## src/rtl/bip_pkg.sv

```systemverilog
// Shared encodings for the BIP control unit: opcodes, accumulator source selects
// and the fetch/execute state machine states.
package bip_pkg;

  localparam logic [4:0] OPC_HLT  = 5'b00000;
  localparam logic [4:0] OPC_STO  = 5'b00001;
  localparam logic [4:0] OPC_LD   = 5'b00010;
  localparam logic [4:0] OPC_LDI  = 5'b00011;
  localparam logic [4:0] OPC_ADD  = 5'b00100;
  localparam logic [4:0] OPC_ADDI = 5'b00101;
  localparam logic [4:0] OPC_SUB  = 5'b00110;
  localparam logic [4:0] OPC_SUBI = 5'b00111;

  localparam logic [1:0] SETA_MEM = 2'b00;
  localparam logic [1:0] SETA_IMM = 2'b01;
  localparam logic [1:0] SETA_ALU = 2'b10;

  typedef enum logic [1:0] {
    IDLE  = 2'd0,
    FETCH = 2'd1,
    EXEC  = 2'd2,
    HALT  = 2'd3
  } state_t;

endpackage

```

## src/rtl/bip_pc.sv

```systemverilog
// Program counter: advances by one when enabled, wraps silently at the top of the
// address space, cleared by the synchronous active-low reset.
module bip_pc #(
  parameter int W = 11
) (
  input  logic         clk,
  input  logic         reset,
  input  logic         en,
  output logic [W-1:0] pc
);

  always_ff @(posedge clk) begin
    if (!reset) begin
      pc <= '0;
    end else if (en) begin
      pc <= pc + W'(1);
    end
  end

endmodule

```

## src/rtl/bip_control.sv

```systemverilog
// BIP accumulator CPU control unit: two-cycle fetch/execute sequencer, instruction
// decoder driving the datapath controls, PC ownership, sticky halt and cycle counter.
module bip_control
  import bip_pkg::*;
#(
  parameter int PC_WIDTH  = 11,
  parameter int OPC_WIDTH = 5,
  parameter int CNT_WIDTH = 16
) (
  input  logic                          clk,
  input  logic                          reset,
  input  logic                          start,
  input  logic [OPC_WIDTH+PC_WIDTH-1:0] Instr,
  output logic [PC_WIDTH-1:0]           Addr_Prog,
  output logic [PC_WIDTH-1:0]           Addr_Data,
  output logic [PC_WIDTH-1:0]           Data,
  output logic [1:0]                    SetA,
  output logic                          SetB,
  output logic                          Op,
  output logic                          WrAcc,
  output logic                          WrRam,
  output logic                          RdRam,
  output logic                          halted,
  output logic [CNT_WIDTH-1:0]          cycle_count,
  output state_t                        state
);

  localparam int IW = OPC_WIDTH + PC_WIDTH;

  state_t               state_q;
  logic [OPC_WIDTH-1:0] opc;
  logic [PC_WIDTH-1:0]  operand;
  logic                 is_hlt;
  logic                 exec_live;
  logic                 pc_en;

  assign opc     = Instr[IW-1 -: OPC_WIDTH];
  assign operand = Instr[PC_WIDTH-1:0];
  assign is_hlt  = (opc == OPC_WIDTH'(OPC_HLT));
  // A reset arriving during EXEC must suppress that cycle's strobes, not just the next state.
  assign exec_live = (state_q == EXEC) && reset;
  assign pc_en     = (state_q == EXEC) && !is_hlt;

  assign state  = state_q;
  assign halted = (state_q == HALT);

  bip_pc #(.W(PC_WIDTH)) u_pc (
    .clk   (clk),
    .reset (reset),
    .en    (pc_en),
    .pc    (Addr_Prog)
  );

  always_ff @(posedge clk) begin
    if (!reset) begin
      state_q     <= IDLE;
      cycle_count <= '0;
    end else begin
      case (state_q)
        IDLE:    if (start) state_q <= FETCH;
        FETCH:   state_q <= EXEC;
        EXEC:    state_q <= is_hlt ? HALT : FETCH;
        default: state_q <= HALT;
      endcase
      // Counts only active fetch/execute cycles and saturates instead of wrapping.
      if ((state_q == FETCH || state_q == EXEC) && cycle_count != '1) begin
        cycle_count <= cycle_count + CNT_WIDTH'(1);
      end
    end
  end

  always_comb begin
    Addr_Data = '0;
    Data      = '0;
    SetA      = SETA_MEM;
    SetB      = 1'b0;
    Op        = 1'b0;
    WrAcc     = 1'b0;
    WrRam     = 1'b0;
    RdRam     = 1'b0;
    if (exec_live) begin
      Addr_Data = operand;
      Data      = operand;
      case (opc)
        OPC_WIDTH'(OPC_STO): WrRam = 1'b1;
        OPC_WIDTH'(OPC_LD): begin
          RdRam = 1'b1;
          SetA  = SETA_MEM;
          WrAcc = 1'b1;
        end
        OPC_WIDTH'(OPC_LDI): begin
          SetA  = SETA_IMM;
          WrAcc = 1'b1;
        end
        OPC_WIDTH'(OPC_ADD): begin
          RdRam = 1'b1;
          Op    = 1'b1;
          SetA  = SETA_ALU;
          WrAcc = 1'b1;
        end
        OPC_WIDTH'(OPC_ADDI): begin
          SetB  = 1'b1;
          Op    = 1'b1;
          SetA  = SETA_ALU;
          WrAcc = 1'b1;
        end
        OPC_WIDTH'(OPC_SUB): begin
          RdRam = 1'b1;
          SetA  = SETA_ALU;
          WrAcc = 1'b1;
        end
        OPC_WIDTH'(OPC_SUBI): begin
          SetB  = 1'b1;
          SetA  = SETA_ALU;
          WrAcc = 1'b1;
        end
        default: ;
      endcase
    end
  end

endmodule
```

## config.mk

```make
export PLATFORM = sky130hd
export DESIGN_NAME = bip_control
export DESIGN_NICKNAME = d
export VERILOG_FILES = /design/src/rtl/bip_pkg.sv /design/src/rtl/bip_pc.sv /design/src/rtl/bip_control.sv
export SDC_FILE = /design/constraint.sdc
export NUM_CORES = 1
export LEC_CHECK = 0
export CAP_MARGIN = 10
export CORE_MARGIN = 4
export CORE_UTILIZATION = 46
export DETAILED_ROUTE_END_ITERATION = 8
export GPL_ROUTABILITY_DRIVEN = 0
export HOLD_SLACK_MARGIN = 0.05
export PLACE_DENSITY = 0.84
export SKIP_LAST_GASP = 1
export SYNTH_ARGS = -nofsm -noshare
export SYNTH_HDL_FRONTEND = slang
export SYNTH_SLANG_ARGS = --single-unit
```

## constraint.sdc

```tcl
create_clock -name clk -period 3.9 [get_ports clk]
set_input_delay 0.39 -clock clk [delete_from_list [all_inputs] [get_ports clk]]
set_output_delay 0.39 -clock clk [all_outputs]
set_load 0.1 [all_outputs]
```

* After elaboration in Yosys (flattened, before gate mapping)
Cells that the tools add are included.
** Word-level totals
- Bits in registers :: 29
- Input bits :: 19
- Output and inout bits :: 59
- Word-level logic and storage cells :: 45
** Cells by class
- $add $sub $neg :: 2
- Eq/ne operators :: 12
- Mux-type cells :: 16
- Reduce and logical (&&, ||, !) cells :: 12
** Operators by type and width (number)
- $eq A5 B3 Y1 const B :: 4
- $add A16 B1 Y16 const B :: 1
- $ne A16 B16 Y1 const B :: 1
- $add A11 B1 Y11 const B :: 1
- $mux W11 :: 1
- $eq A5 B2 Y1 const B :: 2
- $mux W1 :: 10
- $mux W2 :: 3
- $pmux W2 S3 :: 1
- $reduce_or A6 Y1 :: 1
- $eq A5 B1 Y1 const B :: 1
- $logic_not A5 Y1 :: 1
- $eq A2 B2 Y1 const B :: 2
- $pmux W2 S2 :: 1
- $reduce_or A2 Y1 :: 2
- $reduce_or A4 Y1 :: 1
- $logic_and A1 B1 Y1 :: 3
- $reduce_or A3 Y1 :: 1
- $eq A2 B1 Y1 const B :: 1
- $logic_not A2 Y1 :: 1
- $ne A2 B2 Y1 const B :: 1
- $logic_not A1 Y1 :: 1
- $logic_or A1 B1 Y1 :: 1

* Depth between registers and ports, before layout
- Word-level depth :: 4
- Gate-level depth with buffers :: 7
- Mapped depth without buffers :: 6

* Modules after synthesis
A second synthesis with hierarchy kept.
** Second synthesis, totals
- Cell total of the unflattened synthesis :: 223
- Area, all modules :: 1854.3 um2
** Modules (own cells, without submodules)
- bip_control :: instances 1, cells an instance 168, area an instance 1342.5 um2, sequential area each 360.3 um2
- bip_pc :: instances 1, cells an instance 55, area an instance 511.7 um2, sequential area each 220.2 um2

* Least setup slack after synthesis
Ideal clock, no wire load.
- Path type :: register to output
- Start point :: reg state_q[1], in the netlist state[1]
- End point :: out RdRam
- Arrival time :: 4.058 ns
- Data required time :: 3.510 ns
- Setup slack :: -0.548 ns
- Stages on the path, launching flop included :: 7
- Buffers on the path :: 1
- Path through :: dfxtp_1 ha_1 buf_2 nand2_1 nor3_1 o21a_1 nor2b_1
** On the way
- Cells in the longest elaborated chain, start to end :: 3
** Ends and longest elaborated chain
- from (decl) :: RTL line bip_control.sv:30 : state_t state_q;
- from (signal assigned) :: RTL line bip_control.sv:62 : EXEC: state_q <= is_hlt ? HALT : FETCH;
- $eq A2 B2 Y1 :: RTL line bip_control.sv:41 : assign exec_live = (state_q == EXEC) && reset;
- $logic_and A1 B1 Y1 :: RTL line bip_control.sv:41
- $mux W1 :: RTL line bip_control.sv:81 : if (exec_live) begin
- to (decl) :: RTL line bip_control.sv:22 : output logic RdRam,
No other way between the ends.

* Final worst setup path
- Start point :: reg state_q[0], in the netlist state[0]
- End point :: out RdRam
Same word-level chain as after synthesis.

==> results.md <==
- The flow ran to the end, and the final reports show no timing, DRC or antenna violations.
- The areal power density over the cells is 352.8 nW/um2.
- The insertion delay to the later sink of the worst-skew pair is 0.28 ns.
- The number of buffers and inverters on the critical path is 2.
- The wire-length estimate of the detail-placed layout is 3258 um.
- After clock tree synthesis, the setup repair step added 0 buffers.
- The non-filler instance count after layout is 318.
- The number of clock buffers added by TritonCTS is 5.
- The share of flip-flops with an asynchronous set or reset is 0%.
- Including well taps, the total number of placed cells is 311.
- The overall via count from detail_route is 1739.
- The layout overhead on the synthesized area is 38.96%.
- The top cell type's share of synthesized area is 32.22%.
- The number of optimization iterations in the first detailed-route pass is 6.
- For this run, design rule violations remaining after detail routing come to 0.
- For this run, the register share of the synthesized area comes to 32.22%.
- Yosys mapped a number of flops with a built-in enable equal to 0.
- The actual slew at the worst max-slew pin is 0.9844 ns.
- The sequential share of power is 36.5%.
- Counting instances in the post-synthesis netlist gives the leading cell types as dfxtp_1 (29), a21oi_1 (16), and3_1 (13), buf_4 (11), nand2_1 (10).
- Of the cells placed in the final design, the portion with a size suffix greater than 1 is 17.41%.
- The number of filler instances in the final layout is 311.
- The library cell used as clock root buffer is clkbuf_8.
- The final number of hold-violating endpoints was 0.
- TritonCTS built the clock tree.
- The met3 usage in global routing is 6.392%.
- Per report_power, the clock group accounts for 28.8% of the total.
- The count of port buffers added during placement is 77.
- Setup violations remaining at the end of the flow were counted as 0.
- The worst setup path is launched from a flop.
- The repair_antennas step left the layout with diodes totalling 0.
- The post-cts gate resize count is 0.
- The critical path is of the reg2out type.
- The number of slew-limit violations in the final report was 0.
- The total nets after synthesis is 234.
- In this run the cell area of the synthesized design comes to 1802 um2.
- The clock passes through at most 2 buffers.
- The per-cell routed wire length is 14.02 um.
- The arrival time of data at the critical path endpoint is 2.45 ns.
- The number of violations reported at the end of detailed-routing iteration 0 is 124.
- The combinational share of power is 34.8%.
- The worst setup path is captured at an output pin.
- The die covers 4982 um2.
- The total leakage power is 0.9649 nW.
- Entering global routing, the biggest net connects 26 pins.
- Across the routed clock network, the largest skew measured is 0.005026 ns.
- The cell with the largest stage delay on the worst path is ha_1.
- Traced cell by cell, the critical path runs through inv_1 -> ha_1 -> nand2_1 -> nor3_1 -> o21a_1 -> nor2b_4 -> buf_4.
- Once the floorplan was initialized, standard cells occupied 48.48% of the core.
- Of the total power, the share spent switching nets is 41.05%.
- The most used flip-flop cell after synthesis is dfxtp_1.
- Measured against its own limit, the worst slew margin works out to 34.17%.
- The number of antenna violations at the first check in global routing is 0.
- The post-detailed-route count of antenna-violating nets is 0.
- The synthesized area divided by synthesized cell count is 8.662 um2.
- The smallest clock period supported by the final layout is computed as 2.844 ns.
- The largest delay contributor family on the critical path is adder cells.
- Setup repair after global routing left no endpoint under its margin.
- The number of global-route vias before repair is 1671.
- Global routing finished with a remaining overflow of 0.
- The floorplan step set the die width to 70.59 um.
- STA puts the critical path data required time at 3.51 ns.
- The final total power is 883.3 uW.
- The max-cap check violation count is 0.
- The worst ir drop on vdd is 0.2243 mV.
- The total number of nets in the final design is 296.
- The number of library cell types mapped by synthesis is 47.
- CTS saw 29 sinks.
- The clock-pin slew on the worst setup and hold paths is 0.06 ns.
- The top fanout value on the critical path is 18.
- The layer flagged by global routing as most heavily used is met2.
- The global-route wire length before repair is 7541 um.
- Setup slack on the worst reg-to-reg path comes out at 1.69 ns.
- The cell-internal power is 520.6 uW.
- After technology mapping, the gate count stands at 208.
- Yosys printed 0 warnings.
- The wire length reported by the detailed router is 4457 um.
- Global routing used 32.22% of the available met2 tracks.
- Among all cell types in the netlist, the one instantiated most often is dfxtp_1.
- The hold-fix buffer count after cts is 0.
- In the final timing run, aggregate negative setup slack is 0 ns.
- The critical path's largest stage delay is 0.60 ns.
- Based on the critical path, the design can be clocked at up to 0.3516 GHz.
- Ranked by total cell area, the synthesized netlist is headed by dfxtp_1 (32%), ha_1 (4.9%), buf_4 (4.6%).
- After floorplanning, the core was divided into 22 placement rows.
- In the routed layout, each cell is associated on average with a via count of 5.469.
- The net switching power is 362.6 uW.
- The H-tree generated during clock tree synthesis spans 2 levels.
- The met1 usage in global routing is 22.26%.
- The core outline area is 3716 um2.
- The worst min-delay path class is reg2reg.
- The cell taking the most area after synthesis is dfxtp_1.
- The total I/O pin count is 78.
- The total of flip-flops plus latches after synthesis is 29.
- The worst path uses 72.92% of the clock period.
- The die height is 70.59 um.
- The global-route total usage across every layer is 18.43%.
cell usage in the layout, fill, tap and decap left out, types with 4 or more instances in the layout:
| cell | instances |
|---|---|
| mux2i_1 | 4 |
| dfxtp_1 | 29 |
| nor3_1 | 4 |
| or4_1 | 8 |
| clkbuf_8 | 6 |
| o31ai_1 | 8 |
| nand4_1 | 5 |
| o21ai_0 | 6 |
| buf_4 | 29 |
| and3_1 | 13 |
| inv_1 | 5 |
| ha_1 | 7 |
| nor2_1 | 9 |
| a21oi_1 | 16 |
| nand2_1 | 10 |
| nand2b_1 | 5 |
| or3_1 | 7 |
| nand3_1 | 9 |
| clkdlybuf4s50_1 | 48 |
| xor2_1 | 4 |
registers in the layout, indices dropped and copies added, names as in the netlist:
signal,cells
cycle_count,16
state,2
u_pc.pc,11
power groups by stage:
stage	clock (mW)	combinational, mW	sequential [mW]
after floorplan	0	0.164	0.404
after global placement	0	0.304	0.329
after detailed placement	0	0.307	0.329
after CTS	0.257	0.308	0.322
after global routing	0.275	0.322	0.325
final	0.254	0.307	0.322
stage by stage:
step / setup slack, ns / hold WS, ns / cell area, um2 / utilization, %
after global routing: 0.7821 / 0.5206 / 2504 / 67.37
after CTS: 1.036 / 0.5005 / 2504 / 67.37
after global placement: 1.227 / 0.4807 / 2417 / 65.05
after detailed placement: 1.176 / 0.4923 / 2417 / 65.05
after floorplan: 0.06383 / 0.6525 / 1809 / -
final: 1.056 / 0.4994 / 2504 / 67.37
worst paths after layout:
path,startpoint,cells past startpoint,end
setup / recovery,state[0]$_SDFFE_PN0P_,7,RdRam
hold / removal,u_pc.pc[10]$_SDFFE_PN0P_,2,u_pc.pc[10]$_SDFFE_PN0P_
setup reg to reg,state[0]$_SDFFE_PN0P_,5,cycle_count[3]$_SDFFE_PN0P_
hold reg to reg,u_pc.pc[10]$_SDFFE_PN0P_,2,u_pc.pc[10]$_SDFFE_PN0P_
worst register-to-register path: stages, from the launching register on:
cell,delay (ns)
dfxtp_1,0.46
inv_1,0.12
ha_1,0.51
clkinv_1,0.32
or4_1,0.57
a21oi_1,0.14
metal layers:
| metal | share of wire [%] | vias up |
|---|---|---|
| met3 | 5.7 | 5 |
| met2 | 50 | 51 |
| met4 | 0.61 | 0 |
| li1 | - | 891 |
| met5 | 0 | - |
| met1 | 43 | 792 |
cells by family after synthesis:
group / synth area share [%]
compound gates: 17.50
simple gates: 31.46
mux: 2.222
buf+inv: 9.792
xor+xnor: 1.944
flops: 32.22
fa+ha+maj: 4.861
area by class of cell:
class / instances / area [um2] / area share [%]
sequential: 29 / 580.6 / 23.19
inverter: 7 / 26.28 / 1.049
tap: 48 / 60.06 / 2.399
multi-input combinational: 150 / 1052 / 42.03
clock buffer: 7 / 86.33 / 3.448
timing repair buffer: 77 / 698.2 / 27.89
Note: power is estimated with default switching activity, not from simulation.
